## src/rtl/mips16_dbg_tx_if.sv

```systemverilog
// Byte stream from the debug-snapshot transmitter to its reader.
// The master drives tx_data/tx_valid. The slave drives tx_ready.
// A byte transfers on each rising clock edge where tx_valid && tx_ready.
interface mips16_dbg_tx_if;
  logic [7:0] tx_data;
  logic       tx_valid;
  logic       tx_ready;

  modport master (output tx_data, output tx_valid, input  tx_ready);
  modport slave  (input  tx_data, input  tx_valid, output tx_ready);
endinterface

```

## src/rtl/mips16_dbg_tx.sv

```systemverilog
// mips16_dbg_tx: captures the mips16 PC and register file when a request
// arrives, then sends the snapshot as a byte frame over a valid/ready stream.
//
// Frame layout:
//   HDR, seq, pc[15:8], pc[7:0], then for each register: hi byte, lo byte.
//
// Optional feature: define DBG_TX_CKSUM_EN to append one trailing byte.
// That byte is chosen so that the mod-256 sum of every frame byte is zero.
module mips16_dbg_tx #(
  parameter int          NREGS  = 8,
  parameter int          DATA_W = 16,
  parameter int          PC_W   = 13,
  parameter logic [7:0]  HDR    = 8'hA5
) (
  input  logic                    clk,
  input  logic                    rst,
  input  logic                    snap_req,
  input  logic [PC_W-1:0]         pc_in,
  input  logic [NREGS*DATA_W-1:0] regs_in,
  mips16_dbg_tx_if.master         tx,
  output logic                    busy,
  output logic                    overrun,
  output logic [7:0]              seq
);

  localparam int FRAME_LEN = 4 + 2 * NREGS;
  localparam int RW        = (NREGS > 1) ? $clog2(NREGS) : 1;

  typedef enum logic [1:0] {
    IDLE  = 2'd0,
    SEND  = 2'd1
`ifdef DBG_TX_CKSUM_EN
    ,
    CKSUM = 2'd2
`endif
  } state_t;

  state_t            state, state_nx;
  logic [4:0]        idx;
  logic [15:0]       pc_q;
  logic [DATA_W-1:0] regs_q [NREGS];
  logic [7:0]        seq_q;
  logic              overrun_q;
  logic [7:0]        byte_sel;
  logic [RW-1:0]     reg_sel;
  logic [DATA_W-1:0] cur_reg;
  logic              hs;
  logic              last_byte;
  logic              start;
  logic              frame_done;
`ifdef DBG_TX_CKSUM_EN
  logic [7:0]        sum_q;
`endif

  assign hs        = tx.tx_valid && tx.tx_ready;
  assign last_byte = (idx == 5'(FRAME_LEN - 1));
  assign start     = (state == IDLE) && snap_req;

  // State register.
  // NOTE: sequential state is written only with non-blocking (<=).
  // That way every flop samples the values from before the clock edge.
  always_ff @(posedge clk or posedge rst) begin
    if (rst) state <= IDLE;
    else     state <= state_nx;
  end

  // Next-state logic and end-of-frame detection.
  // NOTE: every output of this block is given a default first.
  // Without those defaults, a path that skips an assignment would infer a latch.
  always_comb begin
    state_nx   = state;
    frame_done = 1'b0;
    case (state)
      IDLE: if (snap_req) state_nx = SEND;
      SEND: begin
        if (hs && last_byte) begin
`ifdef DBG_TX_CKSUM_EN
          state_nx   = CKSUM;
`else
          state_nx   = IDLE;
          frame_done = 1'b1;
`endif
        end
      end
`ifdef DBG_TX_CKSUM_EN
      CKSUM: begin
        if (hs) begin
          state_nx   = IDLE;
          frame_done = 1'b1;
        end
      end
`endif
      default: state_nx = IDLE;
    endcase
  end

  // Snapshot capture, byte index, sequence number and the sticky overrun flag.
  // NOTE: the snapshot registers are cleared on reset.
  // This keeps the transmit path free of X values right after reset.
  always_ff @(posedge clk or posedge rst) begin
    if (rst) begin
      idx       <= 5'd0;
      pc_q      <= 16'd0;
      seq_q     <= 8'd0;
      overrun_q <= 1'b0;
      for (int k = 0; k < NREGS; k++) regs_q[k] <= '0;
    end else begin
      if (start) begin
        idx  <= 5'd0;
        pc_q <= 16'(pc_in);
        for (int k = 0; k < NREGS; k++) regs_q[k] <= regs_in[k*DATA_W +: DATA_W];
      end else if (hs && state == SEND) begin
        idx <= idx + 5'd1;
      end
      if (frame_done)                  seq_q     <= seq_q + 8'd1;
      if (snap_req && state != IDLE)   overrun_q <= 1'b1;
    end
  end

`ifdef DBG_TX_CKSUM_EN
  // Running sum of the bytes already sent. Its negation is the checksum byte.
  always_ff @(posedge clk or posedge rst) begin
    if (rst)                         sum_q <= 8'd0;
    else if (start)                  sum_q <= 8'd0;
    else if (hs && state == SEND)    sum_q <= sum_q + byte_sel;
  end
`endif

  // Select the frame byte addressed by idx.
  // Registers start at idx 4, two bytes per register, high byte first.
  always_comb begin
    reg_sel  = RW'((idx - 5'd4) >> 1);
    cur_reg  = regs_q[reg_sel];
    byte_sel = 8'd0;
    case (idx)
      5'd0:    byte_sel = HDR;
      5'd1:    byte_sel = seq_q;
      5'd2:    byte_sel = pc_q[15:8];
      5'd3:    byte_sel = pc_q[7:0];
      default: byte_sel = idx[0] ? cur_reg[7:0] : cur_reg[15:8];
    endcase
  end

  // Stream outputs.
  // tx_data depends only on registered state, so it holds steady while the reader stalls.
  always_comb begin
    tx.tx_valid = (state != IDLE);
    tx.tx_data  = 8'd0;
    if (state == SEND) tx.tx_data = byte_sel;
`ifdef DBG_TX_CKSUM_EN
    if (state == CKSUM) tx.tx_data = ~sum_q + 8'd1;
`endif
  end

  assign busy    = (state != IDLE);
  assign overrun = overrun_q;
  assign seq     = seq_q;

endmodule

```

## src/flat_wrapper.sv

```systemverilog
// flat-port wrapper written by rule: the top's interface ports become plain ports
module mips16_dbg_tx_flat 
#(
  parameter int          NREGS  = 8,
  parameter int          DATA_W = 16,
  parameter int          PC_W   = 13,
  parameter logic [7:0]  HDR    = 8'hA5
)
  (clk, rst, snap_req, pc_in, regs_in, busy, overrun, seq, tx_tx_data, tx_tx_valid, tx_tx_ready);
  mips16_dbg_tx_if tx_i ();
  input  logic clk;
  input  logic rst;
  input  logic snap_req;
  input  logic [PC_W-1:0] pc_in;
  input  logic [NREGS*DATA_W-1:0] regs_in;
  output logic busy;
  output logic overrun;
  output logic [7:0] seq;
  output wire logic [$bits(tx_i.tx_data)-1:0] tx_tx_data;
  output wire logic [$bits(tx_i.tx_valid)-1:0] tx_tx_valid;
  input wire logic [$bits(tx_i.tx_ready)-1:0] tx_tx_ready;
  assign tx_tx_data = tx_i.tx_data;
  assign tx_tx_valid = tx_i.tx_valid;
  assign tx_i.tx_ready = tx_tx_ready;
  mips16_dbg_tx #(.NREGS(NREGS), .DATA_W(DATA_W), .PC_W(PC_W), .HDR(HDR)) u_core (.clk(clk), .rst(rst), .snap_req(snap_req), .pc_in(pc_in), .regs_in(regs_in), .tx(tx_i), .busy(busy), .overrun(overrun), .seq(seq));
endmodule
```

## config.mk

```make
export PLATFORM = sky130hd
export DESIGN_NAME = mips16_dbg_tx_flat
export DESIGN_NICKNAME = d
export VERILOG_FILES = /design/src/rtl/mips16_dbg_tx_if.sv /design/src/rtl/mips16_dbg_tx.sv /design/src/flat_wrapper.sv
export SDC_FILE = /design/constraint.sdc
export NUM_CORES = 1
export LEC_CHECK = 0
export CAP_MARGIN = 20
export CORE_ASPECT_RATIO = 0.7
export CORE_MARGIN = 3
export CORE_UTILIZATION = 50
export DETAILED_ROUTE_END_ITERATION = 8
export PLACE_DENSITY = 0.8
export SLEW_MARGIN = 15
export SYNTH_ARGS = -nofsm -noshare
export SYNTH_HDL_FRONTEND = slang
export SYNTH_SLANG_ARGS = --single-unit
```

## constraint.sdc

```tcl
create_clock -name clk -period 6 [get_ports clk]
set_input_delay 1.2 -clock clk [delete_from_list [all_inputs] [get_ports clk]]
set_output_delay 1.2 -clock clk [all_outputs]
set_load 0.005 [all_outputs]
```

# Word level (Yosys, flattened, before mapping)
# Cells that the tools add are included.
[op_classes]
addsub = 3
n_lt_le_gt_ge = 1
n_eq_ne = 7
muxes = 13
bitwise_logic = 1
reduce_logical = 10
[ops]
columns = ["op", "n"]
rows = [
  ["$bmux W16 S3", 1],
  ["$mux W16", 2],
  ["$pmux W8 S4", 1],
  ["$mux W8", 2],
  ["$eq A5 B2 Y1 const B", 2],
  ["$mux W5", 2],
  ["$add A8 B1 Y8 const B", 1],
  ["$add A5 B1 Y5 const B", 1],
  ["$eq A5 B1 Y1 const B", 1],
  ["$eq A5 B5 Y1 const B", 1],
  ["$logic_and A1 B1 Y1", 5],
  ["$logic_not A5 Y1", 1],
  ["$ge A4 B4 Y1 const B", 1],
  ["$mux W2", 2],
  ["$not A3 Y4", 1],
  ["$pmux W2 S2", 1],
  ["$reduce_bool A2 Y1", 2],
  ["$sub A4 B3 Y4 const B", 1],
  ["$eq A2 B1 Y1 const B", 1],
  ["$logic_not A2 Y1", 1],
  ["$mux W1", 2],
  ["$ne A2 B1 Y1 const B", 1],
  ["$ne A2 B2 Y1 const B", 1],
  ["$reduce_and A2 Y1", 1],
]
[word_totals]
ff_bits = 157
input_bits = 145
output_inout_bits = 19
wordCells = 48

# Depth between registers and ports, before layout
[depth]
ltp_word = 8
ltp_mapped = 8
ltp_nobuf = 6

# Worst setup path after synthesis
# Ideal clock, no wire load.
[synth_path]
kind = "reg-to-output"
startpoint = "register u_core.idx[1]"
endpoint = "output port tx_tx_data[1]"
arrival_time_ns = 1.955
required_time_ns = 4.800
setup_slack_ns = 2.845
path_stages_with_launch = 9
path_buffers = 2
path_cell_list = "dfrtp_1 -> buf_2 -> inv_2 -> ha_1 -> buf_2 -> nor4_1 -> nor2_1 -> or2_1 -> o221ai_1"
[synth_via]
elab_chain_cells = 8
elab_cells_between_ends = 12
classes_between = "add/sub (1); eq/ne (3); mux (6); bitwise (1); reduce/logical (1)"
[synth_rtl]
columns = ["item", "line", "source"]
rows = [
  ["start, declared", "mips16_dbg_tx.sv:39", "logic [4:0] idx;"],
  ["start signal, assigned", "mips16_dbg_tx.sv:113", "idx <= idx + 5'd1;"],
  ["$sub A4 B3 Y4", "mips16_dbg_tx.sv:132", "reg_sel = RW'((idx - 5'd4) >> 1);"],
  ["$not A3 Y4 (implied by the code)", "mips16_dbg_tx.sv:133", "cur_reg = regs_q[reg_sel];"],
  ["$bmux W16 S3", "mips16_dbg_tx.sv:133", ""],
  ["$mux W16 (implied by the code) (2 in series)", "mips16_dbg_tx.sv:133", ""],
  ["$mux W8", "mips16_dbg_tx.sv:140", "default: byte_sel = idx[0] ? cur_reg[7:0] : cur_reg[15:8];"],
  ["$pmux W8 S4 *", "mips16_dbg_tx.sv:135", "case (idx)"],
  ["$mux W8 *", "mips16_dbg_tx.sv:149", "if (state == SEND) tx.tx_data = byte_sel;"],
  ["end, declared", "flat_wrapper.sv:19", "output wire logic [$bits(tx_i.tx_data)-1:0] tx_tx_data;"],
]
# Mark *: on every way between the ends. The rest lies on a longest branch, timed or not. The select of a mux whose other input is x is not followed.

# Worst setup path after layout
[layout_path]
startpoint = "register u_core.idx[2]"
endpoint = "output port tx_tx_data[2]"
# Same word-level chain as after synthesis.

==> impl_metrics.ini <==
[power]
power.static_leakage_uw = 0.00413
power.density_cell_area_nw_per_um2 = 460
switching_share = 0.330
max-vdd-ir-drop_uv = 274
total_switching_power_uw = 1460
intPower_uw = 2950
power.share.sequential = 0.407
post-layout-total-power_uw = 4410
power.share.clock = 0.224
power.combinational.fraction = 0.370

[setup_path]
critical_path_peak_fanout = 27
worstReg2RegStart = u_core.idx[0]$_DFFE_PP0P_
startpoint = u_core.idx[2]$_DFFE_PP0P_
critical_path.n_buffers_inverters = 3
r2r_end = u_core.seq[1]$_DFFE_PP0P_
worst_path_max_delay_cell = sky130_fd_sc_hd__dfrtp_1
crit_path_cell_trace = inv_1 > ha_2 > buf_4 > mux4_2 > a2111oi_0 > a31oi_1 > clkdlybuf4s50_1
worstSetupPathDepth = 7
criticalPathCategory = reg2out
reg2reg_depth = 4
critPathCaptureType = primary output
timing.critical_path.slowest_cell_delay_ns = 0.64
endpoint_of_the_most_critical_setup_path = tx_tx_data[2]
regToRegSetupSlack_ns = 3.35
timing.critical_path.from_type = flop
cp.required_ns = 4.80
critical-path-top-delay-family = buffers and inverters
critPathArrivalTime_ns = 3.78

[synthesis]
synth_edf_count = 0
yosys-top-cells-area = sky130_fd_sc_hd__dfrtp_1 (54%), sky130_fd_sc_hd__mux2_1 (22%), sky130_fd_sc_hd__mux4_1 (4.7%)
synth_compound_gate_area_share = 0.0421
syn_avg_cell_area_sq_um = 14.8
syn_std_cell_area_sq_um = 7250
netlist-cell-type-count = 47
synth_xor_xnor_area_share = 0.00845
synth_seq_cells = 156
syn_nets = 641
synthCells = 489
post-synth-top-area-cell = sky130_fd_sc_hd__dfrtp_1
synth.top_cell.area_share = 0.538
synth_async_sr_flop_share = 1.00
post_synth_and_or_nand_nor_area_fraction = 0.0352
muxShareOfSynthArea = 0.338
yosys_warnings = 0
ys_dominant_reg_cell = sky130_fd_sc_hd__dfrtp_1
synth.yosys.seq_area_share = 0.538
yosys.area_share.adder = 0.0121
synth_top_family_by_area = multiplexers

[clock_network]
clock_buffer_depth = 2
max_h_tree_level = 4
clkLatencyLatePin_ns = 0.42
cts_hold_buffers = 0
ctsRootBufferMaster = sky130_fd_sc_hd__clkbuf_16
cts_made_buffers = 17
postCtsResizedCells = 0
post_cts.repair.setup_buffers = 0
clk_pin_slew_ns = 0.06
tritoncts_clock_tree = done
clock_sinks = 156

[run]
cap_viol_max_count = 0

[timing]
final.min_clock_period_ns = 4.98
tns_ns = 0
fmax_ghz = 0.201
setup_viol = 0
skew_ns = 0.00877
min_period_over_period = 0.829
worst_slew_margin = 0.440
slew_viol_final = 0
worst_hold_slack_ns = 0.474
max_slew.worst_pin.slew_ns = 0.840
rsz_0062_raised_after_global_routing = false
timing.final.hold_violations = 0

[detailed_routing]
route.detailed.vias_per_inst = 5.72
drt_wl_total_mm = 17.9
detail_route.first_pass.iterations = 5
drt_drc_violations_left = 0
antenna_violating_nets_post_route = 0
route.detailed.wl_per_inst_um = 21.1
dr.first_iter.drc_count = 281
detailroute.via_count = 4864

[layout]
insertedDiodeCount = 0
layout-drive-gt1-share = 0.0924
seq_area_sq_um = 3910
layout.filler_cells = 998
fin_nets = 799
multi_input_logic_area_sq_um = 3170
area_growth_pct = 32.0

[floorplan]
initial_core_util = 0.516
design.die.area_sq_um = 16000
core_sq_um = 14100
fp.dieW_um = 150
core.rowCount = 36
die_h_um = 107
design.portCount = 164

[grt]
grt_pass1_vias = 5116
groute.usage.overall = 0.231
grt.overflow.total = 0
antenna_found_initial = 0
grt_max_degree = 118
wire_length_of_the_first_global_routing_pass_mm = 28.0

[place]
post-dp-hpwl_mm = 13.0
place.gp.congestion = 0.865
io_buffer_count = 163

[hold_path]
worstHoldPathType = reg2reg

[outcome]
run_status = finished, final reports clean
==> synth_stat cells, types with 3 or more instances <==
master                     count
sky130_fd_sc_hd__mux2i_1      17
sky130_fd_sc_hd__nor4_1        3
sky130_fd_sc_hd__inv_1         5
sky130_fd_sc_hd__mux4_1       13
sky130_fd_sc_hd__mux2_1      142
sky130_fd_sc_hd__mux2_2        4
sky130_fd_sc_hd__nor2b_1       3
sky130_fd_sc_hd__mux4_2       13
sky130_fd_sc_hd__a31oi_1       4
sky130_fd_sc_hd__nand4_1       5
sky130_fd_sc_hd__a21oi_1       4
sky130_fd_sc_hd__xnor2_1       6
sky130_fd_sc_hd__a222oi_1      5
sky130_fd_sc_hd__o221ai_1      3
sky130_fd_sc_hd__o21ai_0       5
sky130_fd_sc_hd__nor2_1       10
sky130_fd_sc_hd__nand3_1       7
sky130_fd_sc_hd__buf_2        22
sky130_fd_sc_hd__ha_1          7
sky130_fd_sc_hd__nand2_1      12
sky130_fd_sc_hd__clkbuf_1      5
sky130_fd_sc_hd__buf_6         3
sky130_fd_sc_hd__nor3_1        3
sky130_fd_sc_hd__dfrtp_1     156
sky130_fd_sc_hd__o22ai_1       3
==> layout by cell type, fill, tap and decap left out, types with 5 or more instances in the layout <==
| master | count |
|---|---|
| sky130_fd_sc_hd__mux2i_1 | 17 |
| sky130_fd_sc_hd__xnor2_1 | 6 |
| sky130_fd_sc_hd__a222oi_1 | 5 |
| sky130_fd_sc_hd__dfrtp_1 | 155 |
| sky130_fd_sc_hd__ha_1 | 6 |
| sky130_fd_sc_hd__nand4_1 | 5 |
| sky130_fd_sc_hd__nand2_1 | 12 |
| sky130_fd_sc_hd__nand3_1 | 7 |
| sky130_fd_sc_hd__mux4_1 | 13 |
| sky130_fd_sc_hd__nor2_1 | 10 |
| sky130_fd_sc_hd__inv_6 | 8 |
| sky130_fd_sc_hd__o21ai_0 | 5 |
| sky130_fd_sc_hd__clkbuf_16 | 17 |
| sky130_fd_sc_hd__buf_4 | 6 |
| sky130_fd_sc_hd__mux2_1 | 142 |
| sky130_fd_sc_hd__mux4_2 | 13 |
| sky130_fd_sc_hd__clkinv_2 | 5 |
| sky130_fd_sc_hd__clkdlybuf4s50_1 | 163 |
==> worst reg2reg max path, delay by kind of cell, from the launching register on <==
kind | cells | cell delay (ns)
flops | 1 | 0.92
simple gates | 2 | 0.63
fa+ha+maj | 1 | 0.60
mux | 1 | 0.38
==> worst min-delay path by stage <==
| stage | cells after the start | start | end | slack (ns) |
|---|---|---|---|---|
| 2_1_floorplan | 1 | u_core.regs_q[0]$_DFFE_PP0P_ | u_core.regs_q[0]$_DFFE_PP0P_ | 0.45 |
| 3_3_place_gp | 1 | u_core.regs_q[97]$_DFFE_PP0P_ | u_core.regs_q[97]$_DFFE_PP0P_ | 0.46 |
| 3_5_place_dp | 1 | u_core.overrun$_DFFE_PP0P_ | u_core.overrun$_DFFE_PP0P_ | 0.46 |
| 4_1_cts | 1 | u_core.overrun$_DFFE_PP0P_ | u_core.overrun$_DFFE_PP0P_ | 0.47 |
| 5_1_grt | 1 | u_core.regs_q[84]$_DFFE_PP0P_ | u_core.regs_q[84]$_DFFE_PP0P_ | 0.50 |
| 6_report | 1 | u_core.overrun$_DFFE_PP0P_ | u_core.overrun$_DFFE_PP0P_ | 0.47 |
==> routing by layer <==
metal	vias up	share of wire	wire [um]	global-route usage
met2	205	0.46	8190	0.349
met4	0	0.014	255	0.0659
met5	-	0	0	0
li1	2157	-	-	-
met3	20	0.075	1350	0.0591
met1	2482	0.45	8150	0.334
==> stage by stage <==
stage                     setup slack, ns  area, sq um  utilization  std cells
final                                1.02         9580        0.682        850
after global routing                0.766         9580        0.682        850
after CTS                           0.990         9550        0.680        849
after detailed placement             1.45         9010        0.641        817
after global placement               1.59         9010        0.641        817
after floorplan                     0.593         7250            -        489
==> power groups by stage <==
| stage | registers (uW) | clock network [uW] | logic (uW) |
|---|---|---|---|
| floorplan | 1650 | 0 | 1110 |
| global placement | 1780 | 0 | 1570 |
| detailed placement | 1800 | 0 | 1620 |
| CTS | 1790 | 1000 | 1630 |
| global route | 1840 | 1040 | 1750 |
| finish | 1790 | 985 | 1630 |
==> cell type report <==
cell class | instances | share of cell area
inverters | 6 | 0.00287
repair buffers | 170 | 0.178
clock buffers | 17 | 0.0444
multi-input cells | 296 | 0.331
well taps | 190 | 0.0248
flip-flops and latches | 156 | 0.408
clock inverters | 15 | 0.0115
==> logic make-up (layout without fill, tap and decap cells) <==
kind of cell | Yosys count | count (layout)
buffers and inverters | 37 | 208
flip-flops | 156 | 156
adder cells (fa/ha/maj) | 7 | 7
AO/OA/AOI/OAI | 42 | 42
XOR/XNOR | 7 | 7
AND/OR/NAND/NOR | 51 | 51
multiplexers | 189 | 189
==> flip-flops by register name, summed over array words and instances, names as in the netlist <==
register,count
u_core.seq,8
u_core.regs_q,128
u_core.overrun,1
u_core.pc_q,13
u_core.idx,5
u_core.state,1
Note: power is estimated with default switching activity, not from simulation.
